--- src/rtl/instr_decode_pipe_pkg.sv ---
// Shared RV32I decode definitions: opcode constants, format codes and the default datapath width.
package instr_decode_pipe_pkg;

    localparam int unsigned XLEN_DEFAULT = 32;

    localparam logic [6:0] OP_LUI    = 7'b0110111;
    localparam logic [6:0] OP_AUIPC  = 7'b0010111;
    localparam logic [6:0] OP_JAL    = 7'b1101111;
    localparam logic [6:0] OP_JALR   = 7'b1100111;
    localparam logic [6:0] OP_BRANCH = 7'b1100011;
    localparam logic [6:0] OP_LOAD   = 7'b0000011;
    localparam logic [6:0] OP_STORE  = 7'b0100011;
    localparam logic [6:0] OP_OP_IMM = 7'b0010011;
    localparam logic [6:0] OP_OP     = 7'b0110011;
    localparam logic [6:0] OP_SYSTEM = 7'b1110011;

    typedef enum logic [2:0] {
        FmtR = 3'd0,
        FmtI = 3'd1,
        FmtS = 3'd2,
        FmtB = 3'd3,
        FmtU = 3'd4,
        FmtJ = 3'd5
    } fmt_e;

endpackage

--- src/rtl/instr_decode_pipe_imm_gen.sv ---
// Combinational RV32I format classifier and sign-extended immediate generator.
module instr_decode_pipe_imm_gen
    import instr_decode_pipe_pkg::*;
#(
    parameter int unsigned XLEN = XLEN_DEFAULT
) (
    input  logic [31:0]     instr,
    output logic [XLEN-1:0] imm,
    output fmt_e            fmt,
    output logic            illegal
);

    logic signed [31:0] imm32;

    always_comb begin
        fmt     = FmtR;
        illegal = 1'b0;
        imm32   = '0;
        case (instr[6:0])
            OP_OP: fmt = FmtR;
            OP_OP_IMM, OP_LOAD, OP_JALR, OP_SYSTEM: begin
                fmt   = FmtI;
                imm32 = {{20{instr[31]}}, instr[31:20]};
            end
            OP_STORE: begin
                fmt   = FmtS;
                imm32 = {{20{instr[31]}}, instr[31:25], instr[11:7]};
            end
            OP_BRANCH: begin
                fmt   = FmtB;
                imm32 = {{19{instr[31]}}, instr[31], instr[7], instr[30:25], instr[11:8], 1'b0};
            end
            OP_LUI, OP_AUIPC: begin
                fmt   = FmtU;
                imm32 = {instr[31:12], 12'b0};
            end
            OP_JAL: begin
                fmt   = FmtJ;
                imm32 = {{11{instr[31]}}, instr[31], instr[19:12], instr[20], instr[30:21], 1'b0};
            end
            default: illegal = 1'b1;
        endcase
        // Compressed/reserved encodings never match a listed opcode, but keep the rule explicit.
        if (instr[1:0] != 2'b11) begin
            illegal = 1'b1;
            fmt     = FmtR;
            imm32   = '0;
        end
        imm = XLEN'(imm32);
    end

endmodule

--- src/rtl/instr_decode_pipe.sv ---
// One-cycle RV32I decode stage with a main output register and a skid register.
module instr_decode_pipe
    import instr_decode_pipe_pkg::*;
#(
    parameter int unsigned XLEN = XLEN_DEFAULT,
    parameter int unsigned PC_W = 32
) (
    input  logic            clk,
    input  logic            rst,
    input  logic            in_valid,
    output logic            in_ready,
    input  logic [31:0]     in_instr,
    input  logic [PC_W-1:0] in_pc,
    input  logic            flush,
    output logic            out_valid,
    input  logic            out_ready,
    output logic [6:0]      out_opcode,
    output logic [2:0]      out_funct3,
    output logic [6:0]      out_funct7,
    output logic [4:0]      out_rs1,
    output logic [4:0]      out_rs2,
    output logic [4:0]      out_rd,
    output logic [XLEN-1:0] out_imm,
    output logic [2:0]      out_fmt,
    output logic            out_illegal,
    output logic [PC_W-1:0] out_pc
);

    typedef struct packed {
        logic [6:0]      opcode;
        logic [2:0]      funct3;
        logic [6:0]      funct7;
        logic [4:0]      rs1;
        logic [4:0]      rs2;
        logic [4:0]      rd;
        logic [XLEN-1:0] imm;
        fmt_e            fmt;
        logic            illegal;
        logic [PC_W-1:0] pc;
    } entry_t;

    entry_t dec;
    entry_t main_q, main_d, skid_q, skid_d;
    logic   main_valid_q, main_valid_d, skid_valid_q, skid_valid_d;
    logic   in_ready_q;
    logic   accept, consume;

    logic [XLEN-1:0] dec_imm;
    fmt_e            dec_fmt;
    logic            dec_illegal;

    instr_decode_pipe_imm_gen #(
        .XLEN (XLEN)
    ) imm_gen (
        .instr   (in_instr),
        .imm     (dec_imm),
        .fmt     (dec_fmt),
        .illegal (dec_illegal)
    );

    always_comb begin
        dec.opcode  = in_instr[6:0];
        dec.funct3  = in_instr[14:12];
        dec.funct7  = in_instr[31:25];
        dec.rs1     = in_instr[19:15];
        dec.rs2     = in_instr[24:20];
        dec.rd      = in_instr[11:7];
        dec.imm     = dec_imm;
        dec.fmt     = dec_fmt;
        dec.illegal = dec_illegal;
        dec.pc      = in_pc;
    end

    assign accept  = in_valid && in_ready_q && !flush;
    assign consume = main_valid_q && out_ready;

    always_comb begin
        main_d       = main_q;
        skid_d       = skid_q;
        main_valid_d = main_valid_q;
        skid_valid_d = skid_valid_q;
        if (flush) begin
            main_valid_d = 1'b0;
            skid_valid_d = 1'b0;
        end else if (consume && skid_valid_q) begin
            // in_ready is low whenever the skid is full, so no new accept can collide here.
            main_d       = skid_q;
            skid_valid_d = 1'b0;
        end else if (consume || !main_valid_q) begin
            main_valid_d = accept;
            if (accept) begin
                main_d = dec;
            end
        end else if (accept) begin
            skid_d       = dec;
            skid_valid_d = 1'b1;
        end
    end

    always_ff @(posedge clk) begin
        if (rst) begin
            main_q       <= '0;
            skid_q       <= '0;
            main_valid_q <= 1'b0;
            skid_valid_q <= 1'b0;
            in_ready_q   <= 1'b1;
        end else begin
            main_q       <= main_d;
            skid_q       <= skid_d;
            main_valid_q <= main_valid_d;
            skid_valid_q <= skid_valid_d;
            in_ready_q   <= !skid_valid_d;
        end
    end

    assign in_ready    = in_ready_q;
    assign out_valid   = main_valid_q;
    assign out_opcode  = main_q.opcode;
    assign out_funct3  = main_q.funct3;
    assign out_funct7  = main_q.funct7;
    assign out_rs1     = main_q.rs1;
    assign out_rs2     = main_q.rs2;
    assign out_rd      = main_q.rd;
    assign out_imm     = main_q.imm;
    assign out_fmt     = main_q.fmt;
    assign out_illegal = main_q.illegal;
    assign out_pc      = main_q.pc;

endmodule

--- config.mk ---
export PLATFORM = sky130hd
export DESIGN_NAME = instr_decode_pipe
export DESIGN_NICKNAME = d
export VERILOG_FILES = /design/src/rtl/instr_decode_pipe_pkg.sv /design/src/rtl/instr_decode_pipe_imm_gen.sv /design/src/rtl/instr_decode_pipe.sv
export SDC_FILE = /design/constraint.sdc
export NUM_CORES = 1
export LEC_CHECK = 0
export CORE_MARGIN = 4
export CORE_UTILIZATION = 44
export CTS_CLUSTER_SIZE = 40
export DETAILED_ROUTE_END_ITERATION = 12
export PLACE_DENSITY_LB_ADDON = 0.05
export SYNTH_ARGS = -nofsm -noshare
export SYNTH_HDL_FRONTEND = slang
export SYNTH_SLANG_ARGS = --single-unit
export TNS_END_PERCENT = 20
--- constraint.sdc ---
create_clock -name clk -period 2 [get_ports clk]
set_input_delay 0.2 -clock clk [delete_from_list [all_inputs] [get_ports clk]]
set_output_delay 0.2 -clock clk [all_outputs]
set_load 0.1 [all_outputs]
# --- Yosys cells after proc, flatten, opt, wreduce, memory -nomap -nowiden ---
# Index checks and enable logic that the tools add are counted.
totals:
  ff_bits: 203
  inputBits: 69
  elab_cells: 67
classes:
  n_eq_ne: 11
  n_mux: 13
  bitwise: 3
  reduce_logical: 17
ops:
  columns: ["op", "n"]
  rows:
  - ["$mux 100", 3]
  - ["$pmux 32 s5", 1]
  - ["$mux 32", 1]
  - ["$eq 7x7->1 const B", 4]
  - ["$eq 7x6->1 const B", 3]
  - ["$pmux 3 s5", 1]
  - ["$eq 7x5->1 const B", 2]
  - ["$reduce_or 10->1", 1]
  - ["$eq 7x2->1 const B", 1]
  - ["$mux 1", 6]
  - ["$logic_and 1x1->1", 4]
  - ["$reduce_and 4->1", 1]
  - ["$reduce_bool 2->1", 2]
  - ["$reduce_or 2->1", 2]
  - ["$reduce_or 4->1", 1]
  - ["$logic_not 1->1", 3]
  - ["$mux 3", 1]
  - ["$not 1->1", 3]
  - ["$reduce_and 3->1", 1]
  - ["$ne 2x2->1 const B", 1]
  - ["$reduce_and 2->1", 1]
  - ["$logic_or 1x1->1", 1]

# --- Longest topological paths before layout ---
logic_depth:
  word_depth: 7
  mapped_depth: 6
  depth_no_buf: 4

# --- Hierarchy ---
# Synthesis repeated with hierarchy kept, for this count alone.
hier_totals:
  cells_unflattened: 1022
  area_unflattened_um2: 9799.4
modules_own_cells:
  columns: ["mod", "instances", "cells_per_inst", "area_per_inst_um2"]
  rows:
  - ["instr_decode_pipe", 1, 938, 9178.8]
  - ["instr_decode_pipe_imm_gen", 1, 84, 620.6]

# --- Worst setup path before layout ---
# Ideal clock, no wire load.
synth_timing:
  kind: "reg2reg"
  start: "register in_ready_q (netlist: in_ready)"
  end: "register skid_q[48] in the netlist's numbering"
  arrival_ps: 2268
  required_time_ps: 1859
  slack_ps: -410
  stages_incl_launch_ff: 6
  n_path_buf: 1
  synth_period_minus_slack_ps: 2410
  cell_sequence: "dfxtp_1 nand2_1 or3_1 clkbuf_1 nor2_1 a211oi_1"
synth_between:
  elab_chain_len: 3
synth_rtl:
  columns: ["element", "line_no", "source"]
  rows:
  - ["start, declared", "instr_decode_pipe.sv:45", "logic in_ready_q;"]
  - ["start signal, assigned", "instr_decode_pipe.sv:112", "in_ready_q <= !skid_valid_d;"]
  - ["$logic_and 1x1->1 (2 in series)", "instr_decode_pipe.sv:74", "assign accept = in_valid && in_ready_q && !flush;"]
  - ["$reduce_and 4->1 (no line)", null, null]
  - ["end signal, assigned", "instr_decode_pipe.sv:109", "skid_q <= skid_d;"]
  - ["end, declared", "instr_decode_pipe.sv:43", "entry_t main_q, main_d, skid_q, skid_d;"]
# No other way between the ends.
# A chain may end at the register's enable or synchronous reset.

# --- Final worst setup path ---
layout_timing:
  start: "register skid_valid_q"
  end: "register main_q (netlist bit out_pc[6])"
layout_between:
  elab_chain_len: 3
  elab_cells_between_ends: 5
layout_rtl:
  columns: ["element", "line_no", "source"]
  rows:
  - ["start, declared", "instr_decode_pipe.sv:44", "logic main_valid_q, main_valid_d, skid_valid_q, skid_valid_d;"]
  - ["start signal, assigned", "instr_decode_pipe.sv:111", "skid_valid_q <= skid_valid_d;"]
  - ["$logic_and 1x1->1 *", "instr_decode_pipe.sv:85", "end else if (consume && skid_valid_q) begin"]
  - ["$reduce_bool 2->1 (no line)", null, null]
  - ["$reduce_and 3->1 (no line)", null, null]
  - ["end signal, assigned", "instr_decode_pipe.sv:108", "main_q <= main_d;"]
  - ["end, declared", "instr_decode_pipe.sv:43", null]
# Every way passes the cells marked *; elsewhere a longest branch is shown, timed or not.

==> impl_metrics.py <==
metrics = {
    "run_status": {
        "status": "finished, final reports clean",
    },
    "setup_path": {
        "crit_family": "compound AO/OA/AOI/OAI gates",
        "max_stage_delay_ns": 0.43,
        "worstSetupStartpointType": "flip-flop",
        "path_common_cell": "buf_12",
        "slowest_stage": "dfxtp_1",
        "cp.required_ns": 2.40,
        "cp_data_arrival_time_ns": 2.14,
        "cp-end-kind": "flip-flop",
        "critical_path_class": "reg -> reg",
        "crit_fanout": 29,
        "crit_buf_inv": 2,
        "cp_cell_sequence": "nand2_1 > a211oi_4 > buf_12 > buf_12 > nor2_1 > a311oi_1",
    },
    "grt": {
        "grt-ovfl-total": 0,
        "grt_usage": 0.2272,
        "grt_pass1_vias": 7460,
        "grt_pass1_wl_um": 40710,
        "antenna_found_initial": 0,
        "grt_max_degree": 86,
    },
    "pwr": {
        "switchingPower_mw": 3.119,
        "internal_power_mw": 7.277,
        "seq_power_share": 0.412,
        "p_comb_frac": 0.186,
        "clkPwrFrac": 0.402,
        "p_leak_nw": 4.212,
        "p_per_area_nw_per_um2": 917.5,
        "ir_drop_v": 0.0005773,
        "swShare": 0.3000,
    },
    "placed_design": {
        "place_area_sq_um": 10580,
        "io_buffers": 170,
        "hpwl_um": 16970,
        "place_inst": 1465,
        "gp_congestion": 0.8557,
    },
    "final_layout": {
        "fin_util": 0.6017,
        "layout-drive-gt1-share": 0.1928,
        "fillers": 1733,
        "final-seq-area_sq_um": 4069,
        "final_cells": 1505,
        "diodes": 0,
        "design_area_sq_um": 11330,
        "area_growth_pct": 33.93,
        "final_net_count": 1299,
        "multiInputGateArea_sq_um": 3966,
    },
    "timing": {
        "relSlewSlack": 0.5465,
        "tightest_slew_ns": 0.6803,
        "finalSetupViolCount": 0,
        "grt_setup_unrepaired": "no",
        "period_share": 0.8700,
        "min_period_ns": 1.740,
        "hold_viol": 0,
        "slew_violations": 0,
        "whs_ns": 0.1790,
        "fmax_ghz": 0.5747,
        "fin_skew_ns": 0.01331,
    },
    "synthesis": {
        "avgSynthCellArea_sq_um": 7.997,
        "ys_ff_latch": 203,
        "seq_area_frac_synth": 0.4803,
        "synth_cell_types": 51,
        "synth_warnings": 0,
        "netlist_area_sq_um": 8461,
        "synth_area_leaders": "dfxtp_1 (48%), nand2_1 (14%), a311oi_1 (6.8%)",
        "synth_top_area_frac": 0.4803,
        "synth-async-reset-ratio": 0,
        "syn_inst": 1058,
        "yosys.area.top_type": "dfxtp_1",
        "synth_edf_count": 0,
        "synth_ff_type": "dfxtp_1",
        "synth_fp_nets": 1127,
    },
    "die": {
        "coreArea_sq_um": 18830,
        "dieArea_sq_um": 21510,
        "rows": 50,
        "die_h_um": 146.7,
        "start_util": 0.4493,
        "die_w_um": 146.7,
        "io_pins": 171,
    },
    "cts": {
        "clk_latency_ns": 0.50,
        "path_clk_slew_ns": 0.06,
        "clk_path_buf_depth": 3,
        "cts_hold_buf": 0,
        "root_buffer": "clkbuf_16",
        "post-cts-setup-buffers": 0,
        "clock_sinks": 203,
        "htree_levels": 1,
        "cts_made_buffers": 23,
        "cts-resized-gates": 0,
        "cts_tree": "done",
    },
    "routing": {
        "first_pass_iters": 5,
        "drt_iter0_drc": 541,
        "ant_nets": 0,
        "drt_wl_total_um": 25280,
        "num_vias": 7987,
        "wl_per_cell_um": 16.80,
        "drc": 0,
        "routed_via_density": 5.307,
    },
    "worst_hold_path": {
        "hold_path_class": "in -> reg",
    },
    "run": {
        "max_cap_violations": 0,
    },
}
[flip-flops by register name (all words and copies together), names as in the netlist]
signal,count
out_funct7,7
skid_q,100
skid_valid_q,1
out_rs2,5
out_rd,5
out_funct3,3
out_pc,32
in_ready,1
out_rs1,5
out_fmt,3
out_opcode,7
out_imm,32
out_illegal,1
out_valid,1
[cell usage after synthesis, drive strengths merged (5+ instances only)]
cell type  count
nand3         18
a211oi        34
a311oi        66
nor3          12
nand3b         7
o32ai          5
o211ai         8
nor2         115
nand4b         7
a21oi         88
buf           30
dfxtp        203
and3           5
a221oi        21
inv            8
nand2        314
o21ai         21
clkbuf        67
[cell type report]
class,instances,share of cell area
flip-flops and latches,203,0.3591
well taps,260,0.02871
repair buffers,244,0.1934
inverters,8,0.002650
clock buffers,35,0.05919
multi-input cells,750,0.3500
clock inverters,5,0.006957
[cell families after synthesis]
logic type | after synthesis | share of synthesized area
multiplexers | 2 | 0.002514
AO/OA/AOI/OAI | 251 | 0.2192
AND/OR/NAND/NOR | 496 | 0.2424
flip-flops | 203 | 0.4803
XOR/XNOR | 1 | 0.001035
buffers and inverters | 105 | 0.05457
[worst reg2reg max path, stage by stage, from the launching register on]
cell	delay (ns)
dfxtp_1	0.43
nand2_1	0.14
a211oi_4	0.33
buf_12	0.23
buf_12	0.20
nor2_1	0.06
a311oi_1	0.24
[power groups by stage]
stage / Clock (mW) / Combinational [mW] / Sequential [mW]
after floorplan: 0 / 0.439 / 5.26
after global placement: 0 / 1.93 / 4.37
after detailed placement: 0 / 1.94 / 4.37
after CTS: 4.27 / 1.95 / 4.28
after global routing: 4.47 / 2.03 / 4.30
final: 4.18 / 1.94 / 4.28
[cells in the final DEF, fill, tap and decap left out, types with 2 or more instances in the layout]
cell,instances
nand2_1,313
dfxtp_1,201
buf_4,161
nor2_1,115
a21oi_1,85
clkdlybuf4s50_1,67
a311oi_1,66
a211oi_1,33
clkbuf_16,23
o21ai_0,21
nand3_1,17
buf_12,15
a221oi_2,11
nor3_1,11
a221oi_1,10
inv_1,8
o211ai_1,8
nand4b_1,7
nand3b_1,7
clkbuf_1,7
clkbuf_8,5
and3_1,4
o32ai_1,4
nand2b_1,3
a211o_1,3
or3_4,3
a21oi_2,2
nor4_1,2
clkinv_2,2
bufinv_16,2
[per-layer routing]
layer / track usage / up-vias / wire, um
met3: 0.04097 / 26 / 1532
li1: - / 4021 / -
met2: 0.3568 / 203 / 11410
met5: 0 / - / 0
met4: 0.04798 / 0 / 344
met1: 0.3278 / 3737 / 12000
[final timing paths]
kind / startpoint / slack [ns] / end / cells past startpoint
max: skid_valid_q / 0.26 / out_pc[6] / 6
min: rst / 0.18 / skid_q[79] / 2
max reg2reg: skid_valid_q / 0.26 / out_pc[6] / 6
min reg2reg: skid_q[43] / 0.45 / skid_q[43] / 2
[per-stage QoR]
stage                     setup TNS (ns)  power (mW)  setup WS (ns)
after floorplan                        0       5.695        0.08209
after global placement            -1.191       6.301       -0.04694
after detailed placement          -4.828       6.309        -0.1160
after CTS                              0       10.49         0.2463
after global routing                   0       10.80        0.09955
final                                  0       10.40         0.2601
Power figures use the tool's default switching activity.
